--- src/rtl/sram_d_arb_pkg.sv ---
// Shared types and OBI widths for the data-side SRAM arbiter.
package sram_d_arb_pkg;

  typedef enum logic {
    M_CORE   = 1'b0,
    M_LOADER = 1'b1
  } master_id_e;

  localparam int OBI_ADDR_W = 32;
  localparam int OBI_DATA_W = 32;
  localparam int OBI_BE_W   = 4;

endpackage

--- src/rtl/sram_d_arb_idfifo.sv ---
// In-order FIFO of master IDs for accepted-but-unanswered OBI transactions.
module sram_d_arb_idfifo
  import sram_d_arb_pkg::*;
#(
  parameter  int DEPTH = 2,
  localparam int PTR_W = $clog2(DEPTH),
  localparam int CNT_W = PTR_W + 1
) (
  input  logic             clk_i,
  input  logic             rst_ni,
  input  logic             push_i,
  input  master_id_e       push_id_i,
  input  logic             pop_i,
  output master_id_e       head_o,
  output logic [CNT_W-1:0] count_o,
  output logic             full_o,
  output logic             empty_o
);

  master_id_e       mem [DEPTH];
  logic [PTR_W-1:0] wr_ptr;
  logic [PTR_W-1:0] rd_ptr;
  logic [CNT_W-1:0] count;
  logic             do_push;
  logic             do_pop;

  assign full_o  = (count == CNT_W'(DEPTH));
  assign empty_o = (count == '0);
  assign count_o = count;
  assign head_o  = mem[rd_ptr];

  // Guarded locally so a misbehaving caller cannot corrupt the pointers.
  assign do_push = push_i && !full_o;
  assign do_pop  = pop_i && !empty_o;

  always_ff @(posedge clk_i or negedge rst_ni) begin
    if (!rst_ni) begin
      wr_ptr <= '0;
      rd_ptr <= '0;
      count  <= '0;
      for (int i = 0; i < DEPTH; i++) mem[i] <= M_CORE;
    end else begin
      if (do_push) begin
        mem[wr_ptr] <= push_id_i;
        wr_ptr      <= wr_ptr + 1'b1;
      end
      if (do_pop) rd_ptr <= rd_ptr + 1'b1;
      case ({do_push, do_pop})
        2'b10:   count <= count + 1'b1;
        2'b01:   count <= count - 1'b1;
        default: count <= count;
      endcase
    end
  end

endmodule

--- src/rtl/sram_d_arbiter.sv ---
// Two-master OBI arbiter in front of the SRAM data port; routes responses back
// to the issuing master via an in-order ID FIFO and flags orphan responses.
module sram_d_arbiter
  import sram_d_arb_pkg::*;
#(
  parameter int OUTSTANDING_DEPTH = 2,
  parameter int FIXED_PRIORITY    = 0
) (
  input  logic                  clk_i,
  input  logic                  rst_ni,
  input  logic                  m0_req_i,
  output logic                  m0_gnt_o,
  input  logic [OBI_ADDR_W-1:0] m0_addr_i,
  input  logic                  m0_we_i,
  input  logic [OBI_BE_W-1:0]   m0_be_i,
  input  logic [OBI_DATA_W-1:0] m0_wdata_i,
  output logic                  m0_rvalid_o,
  output logic [OBI_DATA_W-1:0] m0_rdata_o,
  input  logic                  m1_req_i,
  output logic                  m1_gnt_o,
  input  logic [OBI_ADDR_W-1:0] m1_addr_i,
  input  logic                  m1_we_i,
  input  logic [OBI_BE_W-1:0]   m1_be_i,
  input  logic [OBI_DATA_W-1:0] m1_wdata_i,
  output logic                  m1_rvalid_o,
  output logic [OBI_DATA_W-1:0] m1_rdata_o,
  output logic                  s_req_o,
  input  logic                  s_gnt_i,
  output logic [OBI_ADDR_W-1:0] s_addr_o,
  output logic                  s_we_o,
  output logic [OBI_BE_W-1:0]   s_be_o,
  output logic [OBI_DATA_W-1:0] s_wdata_o,
  input  logic                  s_rvalid_i,
  input  logic [OBI_DATA_W-1:0] s_rdata_i,
  output logic                  resp_err_o
);

  localparam int CNT_W = $clog2(OUTSTANDING_DEPTH) + 1;

  // Handshake: a transfer is accepted in the cycle where s_req_o && s_gnt_i;
  // the chosen master sees gnt in that same cycle and must hold req/fields
  // until then. Responses carry no back-pressure: s_rvalid_i is consumed the
  // cycle it arrives and routed to the FIFO head.

  master_id_e       last_grant;
  master_id_e       sel;
  master_id_e       head_id;
  logic             sel_valid;
  logic             elig0;
  logic             elig1;
  logic             accept;
  logic             pop;
  logic             fifo_full;
  logic             fifo_empty;
  logic [CNT_W-1:0] unused_count;

  assign elig0 = m0_req_i && !fifo_full;
  assign elig1 = m1_req_i && !fifo_full;

  always_comb begin
    sel       = M_CORE;
    sel_valid = elig0 || elig1;
    if (elig0 && elig1) begin
      if (FIXED_PRIORITY != 0)         sel = M_CORE;
      else if (last_grant == M_CORE)   sel = M_LOADER;
      else                             sel = M_CORE;
    end else if (elig1) begin
      sel = M_LOADER;
    end
  end

  always_comb begin
    s_req_o   = 1'b0;
    s_addr_o  = '0;
    s_we_o    = 1'b0;
    s_be_o    = '0;
    s_wdata_o = '0;
    if (sel_valid) begin
      s_req_o = 1'b1;
      if (sel == M_CORE) begin
        s_addr_o  = m0_addr_i;
        s_we_o    = m0_we_i;
        s_be_o    = m0_be_i;
        s_wdata_o = m0_wdata_i;
      end else begin
        s_addr_o  = m1_addr_i;
        s_we_o    = m1_we_i;
        s_be_o    = m1_be_i;
        s_wdata_o = m1_wdata_i;
      end
    end
  end

  assign accept   = s_req_o && s_gnt_i;
  assign m0_gnt_o = accept && (sel == M_CORE);
  assign m1_gnt_o = accept && (sel == M_LOADER);

  assign pop         = s_rvalid_i && !fifo_empty;
  assign m0_rvalid_o = pop && (head_id == M_CORE);
  assign m1_rvalid_o = pop && (head_id == M_LOADER);
  assign m0_rdata_o  = m0_rvalid_o ? s_rdata_i : '0;
  assign m1_rdata_o  = m1_rvalid_o ? s_rdata_i : '0;

  always_ff @(posedge clk_i or negedge rst_ni) begin
    if (!rst_ni) begin
      last_grant <= M_LOADER;
      resp_err_o <= 1'b0;
    end else begin
      if (accept) last_grant <= sel;
      if (s_rvalid_i && fifo_empty) resp_err_o <= 1'b1;
    end
  end

  sram_d_arb_idfifo #(
    .DEPTH(OUTSTANDING_DEPTH)
  ) u_idfifo (
    .clk_i    (clk_i),
    .rst_ni   (rst_ni),
    .push_i   (accept),
    .push_id_i(sel),
    .pop_i    (pop),
    .head_o   (head_id),
    .count_o  (unused_count),
    .full_o   (fifo_full),
    .empty_o  (fifo_empty)
  );

endmodule

--- config.mk ---
export PLATFORM = sky130hd
export DESIGN_NAME = sram_d_arbiter
export DESIGN_NICKNAME = d
export VERILOG_FILES = /design/src/rtl/sram_d_arb_pkg.sv /design/src/rtl/sram_d_arb_idfifo.sv /design/src/rtl/sram_d_arbiter.sv
export SDC_FILE = /design/constraint.sdc
export NUM_CORES = 1
export LEC_CHECK = 0
export ABC_AREA = 1
export BUFFER_PORTS_ARGS = -buffer_cell sky130_fd_sc_hd__buf_2
export CORE_AREA = 3 3 120 122
export DETAILED_ROUTE_END_ITERATION = 8
export DIE_AREA = 0 0 123 125
export SLEW_MARGIN = 30
export SYNTH_ARGS = -nofsm -noshare
export SYNTH_HDL_FRONTEND = slang
export SYNTH_HIERARCHICAL = 1
export SYNTH_SLANG_ARGS = --single-unit
export TNS_END_PERCENT = 1
--- constraint.sdc ---
create_clock -name clk_i -period 3.13 [get_ports clk_i]
set_input_delay 0.313 -clock clk_i [delete_from_list [all_inputs] [get_ports clk_i]]
set_output_delay 0.313 -clock clk_i [all_outputs]
set_load 0.1 [all_outputs]
==> metrics.txt, run 1 <==
status=complete, no violations; DR DRC count=0; Crit path largest cell delay=0.46 ns; most frequent cell after synthesis=nor2_1; fin crit share=0.8031; cell family with most CP delay=buffers and inverters; met1 Usage GRT=0.1746; vias in the first global route=3394; dpl hpwl=9373 um; Tmin final=2.514 ns; maxcap violations=0; multi-input logic area=1674 um2; Ant. Diodes=0; Reg area=201.4 um2; met2 GRT Util=0.2342; Slew headroom=0.5487; Detail Route Antenna Nets=0; Synth Register Bits=8; Initial Util=0.1953; grt total ovfl=0; RSZ-0062 raised after global routing=false; H-Tree Depth=1; Syn Std Cell Area=2596 um2; most common library cells after synthesis=nor2_1 (134), inv_1 (116), nand2_1 (94), nand3_1 (74), a21oi_1 (69); Iter 0 DRT Violations=244; wirelength, routed=11550 um; area grow syn2layout=65.93%; Synth async-reset ratio=1.000; CP endpoint kind=output port; die width=123 um; share of layout cells above drive strength 1=0.4021; GRT busiest layer=met2; Hold Fails Final Rpt=0; clk sinks=8; Synth area leaders=nor2_1 (19%), inv_1 (17%), nand3_1 (14%); Fin Setup TNS=0 ns; crit-path cells=inv_2 > nand2_4 > inv_1 > nor2_4 > buf_4 > a21oi_1 > nor2_1 > buf_2; Seq/Total Area, Yosys=0.07759; fill count=1520; row count=42; Syn Inst Count=553; I/O Pins=315; initial antenna violation count=0; Clock Skew=0.001426 ns; CTS tree=done; Post-layout nets=1016; met3 usage=0.01174; Reg clk slew, reported paths=0.04 ns; number of synthesized flops with an enable pin=0; syn nets=730; FF-to-FF setup slack=0.88 ns; CP Max Fanout=55; core area=13300 um2; die area=15380 um2; CP bufs+invs=4; Pins Over Slew Limit=0; Hold Crit Start=s_rvalid_i; f_max=0.3978 GHz; commonest register cell after synthesis=dfrtp_1; TritonCTS Buffers=3; CTS root buf=clkbuf_16; largest area contributor in the netlist=nor2_1; Critical R2R Launch=u_idfifo/count_o[0]; I/O Buffers=314; Worst Setup SP=u_idfifo/count_o[0]; CP arrival=2.20 ns; Tot GR Track Use=0.1325; Vias/cell=4.032; post-CTS sizing=0; Worst-Skew Late Latency=0.23 ns; Worst-Margin Slew=0.6769 ns; Final Wtd Congestion=0.8650; hold crit path type=in -> reg; critical path class=reg -> out; top-area cell type share of the netlist area=0.1937; library cells used by synthesis=20; synthesized area per cell=4.695 um2; Max clock buf depth=2; crit path launch type=flip-flop; First-pass DRT Iterations=5; synth warn=6; Die Y=125 um; number of setup buffers added after CTS=0; routed len/inst=11.39 um; largest net degree at the start of global routing=84; first-pass GRT wire length=16990 um; vias=4088; Critical Path RT=2.82 ns; Final Setup Violations=0; Crit-path slowest cell=buf_4
==> stage by stage <==
stage	instances	hold WS (ns)	setup WS (ns)	utilization	cell area (um2)
3_5_place_dp	1009	0.1654	0.8466	0.3173	4219
2_1_floorplan	553	0.01741	0.2826	-	2596
5_1_grt	1014	0.3237	0.4527	0.3240	4308
6_report	1014	0.3031	0.6162	0.3240	4308
3_3_place_gp	1009	0.1647	0.8796	0.3173	4219
4_1_cts	1014	0.3019	0.5918	0.3240	4308
==> cell usage in the layout (no fill, tap or decap), drive strengths merged <==
| cell type | instances |
|---|---|
| dfstp | 1 |
| dlygate4sd3 | 1 |
| inv | 119 |
| nand2 | 97 |
| dfrtp | 7 |
| nand3 | 74 |
| clkbuf | 4 |
| nor2 | 137 |
| a21oi | 69 |
| xnor2 | 1 |
| a21o | 1 |
| ha | 1 |
| nand4 | 3 |
| buf | 323 |
==> worst paths after layout <==
| check | to | depth (start not counted) |
|---|---|---|
| min in group asynchronous | u_idfifo/count_o[1] | 2 |
| min reg2reg | resp_err_o | 1 |
| min | resp_err_o | 2 |
| max in group asynchronous | last_grant | 2 |
| max | s_wdata_o[27] | 8 |
| max reg2reg | u_idfifo/count_o[1] | 15 |
==> timing repair <==
action	in CTS	in global routing
endpoints found under the hold margin	7	0
hold buffers	1	0
endpoints found under the setup margin	0	0
==> cells by family after synthesis <==
| kind of cell | share of synthesized area |
|---|---|
| AND/OR/NAND/NOR | 0.4978 |
| flip-flops | 0.07759 |
| adder cells (fa/ha/maj) | 0.004819 |
| buffers and inverters | 0.2805 |
| XOR/XNOR | 0.003374 |
| AO/OA/AOI/OAI | 0.1359 |
==> flip-flops by register name, summed over array words and instances, names as in the netlist <==
| signal | count |
|---|---|
| resp_err_o | 1 |
| u_idfifo/mem | 2 |
| u_idfifo/wr_ptr | 1 |
| u_idfifo/count_o | 2 |
| u_idfifo/rd_ptr | 1 |
| last_grant | 1 |
==> cell type report <==
cell class              count  share of cell area
repair buffers            324              0.3915
clock buffers               4             0.01830
flip-flops and latches      8             0.04676
inverters                 119              0.1037
well taps                 176             0.05112
multi-input cells         383              0.3886
==> per-layer routing <==
layer / vias to the layer above / routed length (um) / share of wire
met5: - / 0 / 0
met4: 0 / 168 / 0.015
met3: 15 / 799 / 0.069
met2: 140 / 5714 / 0.49
met1: 1708 / 4864 / 0.42
li1: 2225 / - / -
Power of run 1 is not shown: default switching activity piles up to over one toggle a cycle in this logic, so the estimate is an artifact.
==> run 2: changes to the inputs <==
--- a/config.mk
+++ b/config.mk
@@ -5,7 +5,7 @@
 export SDC_FILE = /design/constraint.sdc
 export NUM_CORES = 1
 export LEC_CHECK = 0
-export ABC_AREA = 1
+export ABC_AREA = 0
 export BUFFER_PORTS_ARGS = -buffer_cell sky130_fd_sc_hd__buf_2
 export CORE_AREA = 3 3 120 122
 export DETAILED_ROUTE_END_ITERATION = 8
==> constraint.sdc (replaced) <==
create_clock -name clk_i -period 2.2 [get_ports clk_i]
set_input_delay 0.22 -clock clk_i [delete_from_list [all_inputs] [get_ports clk_i]]
set_output_delay 0.22 -clock clk_i [all_outputs]
set_load 0.1 [all_outputs]
==> metrics.txt, run 2 <==
multi-input logic area=2718 um2; non-filler cells, final=858; Final Wtd Congestion=0.7790; H-Tree Depth=1; TritonCTS Buffers=3; Critical Path RT=1.98 ns; number of synthesized flops with an enable pin=0; wirelength, routed=14030 um; initial antenna violation count=2; DR DRC count=0; Detail Route Antenna Nets=0; Peak VDD IR=1002 uV; commonest non-fill, non-tap cell in the layout=buf_2; placed cell areas=5886 um2; largest area contributor in the netlist=o32ai_2; CTS tree=done; f_max=0.4711 GHz; Reg clk slew, reported paths=0.04 ns; commonest non-fill, non-tap cells in the layout=buf_2 (245), nand2b_1 (172), buf_12 (75); Vias/cell=4.621; Slew headroom=0.5867; commonest register cell after synthesis=dfrtp_1; syn nets=572; synthesized area per cell=8.043 um2; First-pass DRT Iterations=6; share of layout cells above drive strength 1=0.6000; die width=123 um; CP endpoint kind=output port; status=complete, no violations; I/O Buffers=314; Syn Std Cell Area=3177 um2; Tmin final=2.123 ns; most common library cells after synthesis=nand2b_1 (172), nor2_1 (73), o32ai_2 (69), buf_2 (17), clkbuf_1 (13); hold crit path type=in -> reg; Clock Skew=0.0005921 ns; Synth async-reset ratio=1.000; Seq/Total Area, Yosys=0.06341; CP arrival=1.90 ns; Initial Util=0.2389; first-pass GRT wire length=20700 um; Synth area leaders=o32ai_2 (35%), nand2b_1 (34%), nor2_1 (8.6%); setup ws final=0.07720 ns; Final Setup Violations=0; Pins Over Slew Limit=0; most frequent cell after synthesis=nand2b_1; Syn Inst Count=395; dpl hpwl=11530 um; vias in the first global route=3909; die area=15380 um2; fill count=1297; largest net degree at the start of global routing=81; Tot GR Track Use=0.1669; clk sinks=8; fin crit share=0.9649; Post-layout nets=858; CTS root buf=clkbuf_16; Place WS=0.2877 ns; I/O Pins=315; vias=3965; Worst-Skew Late Latency=0.23 ns; Pwr per Cell Area=1771 nW/um2; crit path launch type=flip-flop; Iter 0 DRT Violations=125; CP Max Fanout=33; Synth Register Bits=8; Die Y=125 um; area grow syn2layout=90.00%; Max clock buf depth=2; library cells used by synthesis=26; Total Power=10.69 mW; Reg area=201.4 um2; core area=13300 um2; routed len/inst=16.35 um; maxcap violations=0; number of setup buffers added after CTS=0; P_leak=2.837 nW; RSZ-0062 raised after global routing=false; critical path class=reg -> out; top-area cell type share of the netlist area=0.3533; synth warn=6; row count=42; Final Cell Area=6036 um2; grt total ovfl=0; Hold Fails Final Rpt=0; Inst Count DP=851; Worst-Margin Slew=0.6186 ns
[run 2: where the power goes]
group	leakage [nW]	internal [mW]	total, mW	switching, mW
clock network	0.0382	0.242	0.316	0.0746
logic	2.71	3.15	10.1	6.93
registers	0.0916	0.224	0.288	0.0636
[run 2: path summary, 6_finish.rpt]
kind                                     start                  end  slack [ns]  depth (start not counted)
max                            u_idfifo/rd_ptr        m0_rdata_o[7]        0.08                          5
min                                 s_rvalid_i           resp_err_o        0.24                          2
max reg2reg                u_idfifo/count_o[0]  u_idfifo/count_o[1]        0.31                          8
min reg2reg                         resp_err_o           resp_err_o        0.46                          1
max in group asynchronous               rst_ni           last_grant        1.58                          2
min in group asynchronous               rst_ni           resp_err_o        0.37                          2
[run 2: logic make-up (layout without fill, tap and decap cells)]
family / count (synthesis) / in the layout / share of synthesized area
other cells: 0 / 2 / 0
mux: 3 / 3 / 0.01063
fa+ha+maj: 1 / 1 / 0.003938
compound gates: 72 / 72 / 0.3616
buf+inv: 50 / 335 / 0.1012
xor+xnor: 5 / 5 / 0.01379
simple gates: 256 / 256 / 0.4454
flops: 8 / 8 / 0.06341
[run 2: area by class of cell]
class                      count  area share
inverter                       2    0.001866
clock buffer                   4     0.01306
multi-input combinational    337      0.4502
timing repair buffer         329      0.4641
sequential                     8     0.03337
antenna                        2   0.0008292
tap                          176     0.03648
[run 2: stage by stage]
stage                     setup TNS, ns  hold slack, ns    util
after global routing                  0          0.2529  0.4538
after CTS                             0          0.2380  0.4494
after detailed placement              0         0.07797  0.4427
after global placement                0         0.07272  0.4427
final                                 0          0.2377  0.4540
after floorplan                  -36.69        -0.07559       -
[run 2: worst max-delay path: stages (launching register included)]
cell and delay [ns]:
dfrtp_1 0.36, mux2_2 0.35, nand2b_1 0.14, buf_4 0.23, nor2_1 0.13, buf_2 0.44
[run 2: timing repair]
| action | 4_1_cts | 5_1_grt |
|---|---|---|
| endpoints found under the hold margin | 7 | 0 |
| setup endpoints to repair | 0 | 33 |
| hold buffers | 1 | 0 |
| gates resized for setup | 0 | 8 |
[run 2: per-layer routing]
| metal | GRT usage | up-vias | wire length (um) | share of wire |
|---|---|---|---|---|
| met5 | 0 | - | 9 | 0.00064 |
| met4 | 0.03974 | 2 | 340 | 0.024 |
| met3 | 0.03749 | 20 | 1265 | 0.090 |
| met2 | 0.3329 | 208 | 7547 | 0.54 |
| met1 | 0.1714 | 1802 | 4862 | 0.35 |
| li1 | - | 1933 | - | - |
No activity file was read; power rests on OpenSTA's default activity.
==> run 3: changes to the inputs <==
--- a/config.mk
+++ b/config.mk
@@ -7,9 +7,10 @@
 export LEC_CHECK = 0
 export ABC_AREA = 0
 export BUFFER_PORTS_ARGS = -buffer_cell sky130_fd_sc_hd__buf_2
-export CORE_AREA = 3 3 120 122
+export CORE_AREA = 3 3 122 124
 export DETAILED_ROUTE_END_ITERATION = 8
-export DIE_AREA = 0 0 123 125
+export DIE_AREA = 0 0 125 127
+export SETUP_SLACK_MARGIN = 0.4
 export SLEW_MARGIN = 30
 export SYNTH_ARGS = -nofsm -noshare
 export SYNTH_HDL_FRONTEND = slang
==> constraint.sdc (replaced) <==
create_clock -name clk_i -period 2.7 [get_ports clk_i]
set_input_delay 0.27 -clock clk_i [delete_from_list [all_inputs] [get_ports clk_i]]
set_output_delay 0.27 -clock clk_i [all_outputs]
set_load 0.1 [all_outputs]
==> metrics.txt, run 3 (same netlist as run 2, synthesis figures left out) <==
row count=43; CTS tree=done; share of layout cells above drive strength 1=0.5982; Max clock buf depth=2; Worst-Margin Slew=0.5317 ns; M1 WL=4821 um; TritonCTS Buffers=3; vias=3867; I/O Pins=315; placed cell areas=4845 um2; Max Used Layer=met4; Worst-Skew Late Latency=0.24 ns; Ant. Diodes=0; CP arrival=1.97 ns; wirelength, routed=12900 um; Final Cell Area=5074 um2; Pwr per Cell Area=1503 nW/um2; die area=15880 um2; Peak VDD IR=862.1 uV; Detail Route Antenna Nets=0; CP Max Fanout=70; vias in the first global route=3835; grt total ovfl=0; clk sinks=8; CP endpoint kind=output port; Pins Over Slew Limit=0; Initial Util=0.2289; Inst Count DP=852; fin crit share=0.8311; met2 WL=7045 um; Final Setup Violations=0; core area=13880 um2; Slew headroom=0.6455; H-Tree Depth=1; f_max=0.4456 GHz; Tmin final=2.244 ns; commonest non-fill, non-tap cells in the layout=buf_2 (257), nand2b_1 (172), nor2_1 (73); area grow syn2layout=59.71%; DR DRC count=0; maxcap violations=0; Post-layout nets=855; met3 wire len=989 um; crit path launch type=flip-flop; Tot GR Track Use=0.1482; Clock Skew=0.002000 ns; I/O Buffers=314; first-pass GRT wire length=20010 um; Fin Setup TNS=0 ns; RSZ-0062 raised after global routing=true; routed len/inst=15.06 um; Final Wtd Congestion=0.7965; Reg clk slew, reported paths=0.04 ns; CTS root buf=clkbuf_16; commonest non-fill, non-tap cell in the layout=buf_2; dpl hpwl=10150 um; critical path class=reg -> out; First-pass DRT Iterations=6; non-filler cells, final=857; initial antenna violation count=0; die width=125 um; largest net degree at the start of global routing=71; FF-to-FF setup slack=0.65 ns; Iter 0 DRT Violations=100; P_leak=2.554 nW; Vias/cell=4.512; Die Y=127 um; Hold Fails Final Rpt=0; status=complete, no violations; hold crit path type=in -> reg; Critical Path RT=2.43 ns; Hold WS=0.2852 ns
## run 3: critical path, cell delays in order, from the launching register on
cell and delay (ns):
dfstp_2 0.58, nor2b_4 0.06, buf_12 0.20, o32ai_2 0.31, buf_2 0.48
## run 3: timing repair
| action | CTS | global route |
|---|---|---|
| hold buffers | 1 | 0 |
| setup endpoints to repair | 53 | 37 |
| resized for setup | 49 | 7 |
| setup buffers | 0 | 0 |
| endpoints found under the hold margin | 7 | 0 |
## run 3: path summary, 6_finish.rpt
path / startpoint / to / cells after the start
setup / recovery: last_grant / s_wdata_o[4] / 4
hold / removal: s_rvalid_i / resp_err_o / 2
setup reg to reg: u_idfifo/count_o[0] / u_idfifo/count_o[1] / 8
hold reg to reg: resp_err_o / resp_err_o / 1
max in group asynchronous: rst_ni / last_grant / 2
min in group asynchronous: rst_ni / u_idfifo/count_o[0] / 2
## run 3: layout make-up
| cell class | count | area [um2] |
|---|---|---|
| multi-input combinational | 337 | 2673 |
| tap | 180 | 225.2 |
| fill | 1459 | 8807 |
| timing repair buffer | 326 | 1882 |
| inverter | 2 | 13.76 |
| sequential | 8 | 201.4 |
| clock buffer | 4 | 78.83 |
## run 3: where the power goes
group / switching, mW / internal (mW)
registers: 0.0515 / 0.183
logic: 5.41 / 1.72
clock network: 0.0645 / 0.197
total: 5.53 / 2.10
## run 3: through the flow
stage | setup WS (ns) | util | power, mW
2_1_floorplan | 0.02972 | - | 6.316
3_3_place_gp | 0.4402 | 0.3490 | 7.226
3_5_place_dp | 0.3923 | 0.3490 | 7.245
4_1_cts | 0.4035 | 0.3643 | 7.665
5_1_grt | 0.3507 | 0.3655 | 7.960
6_report | 0.4559 | 0.3655 | 7.626
## run 3: metal layers
layer / vias to the layer above / track usage
li1: 1919 / -
met1: 1746 / 0.1687
met2: 198 / 0.2948
met4: 0 / 0.01212
met5: - / 0
met3: 4 / 0.02968
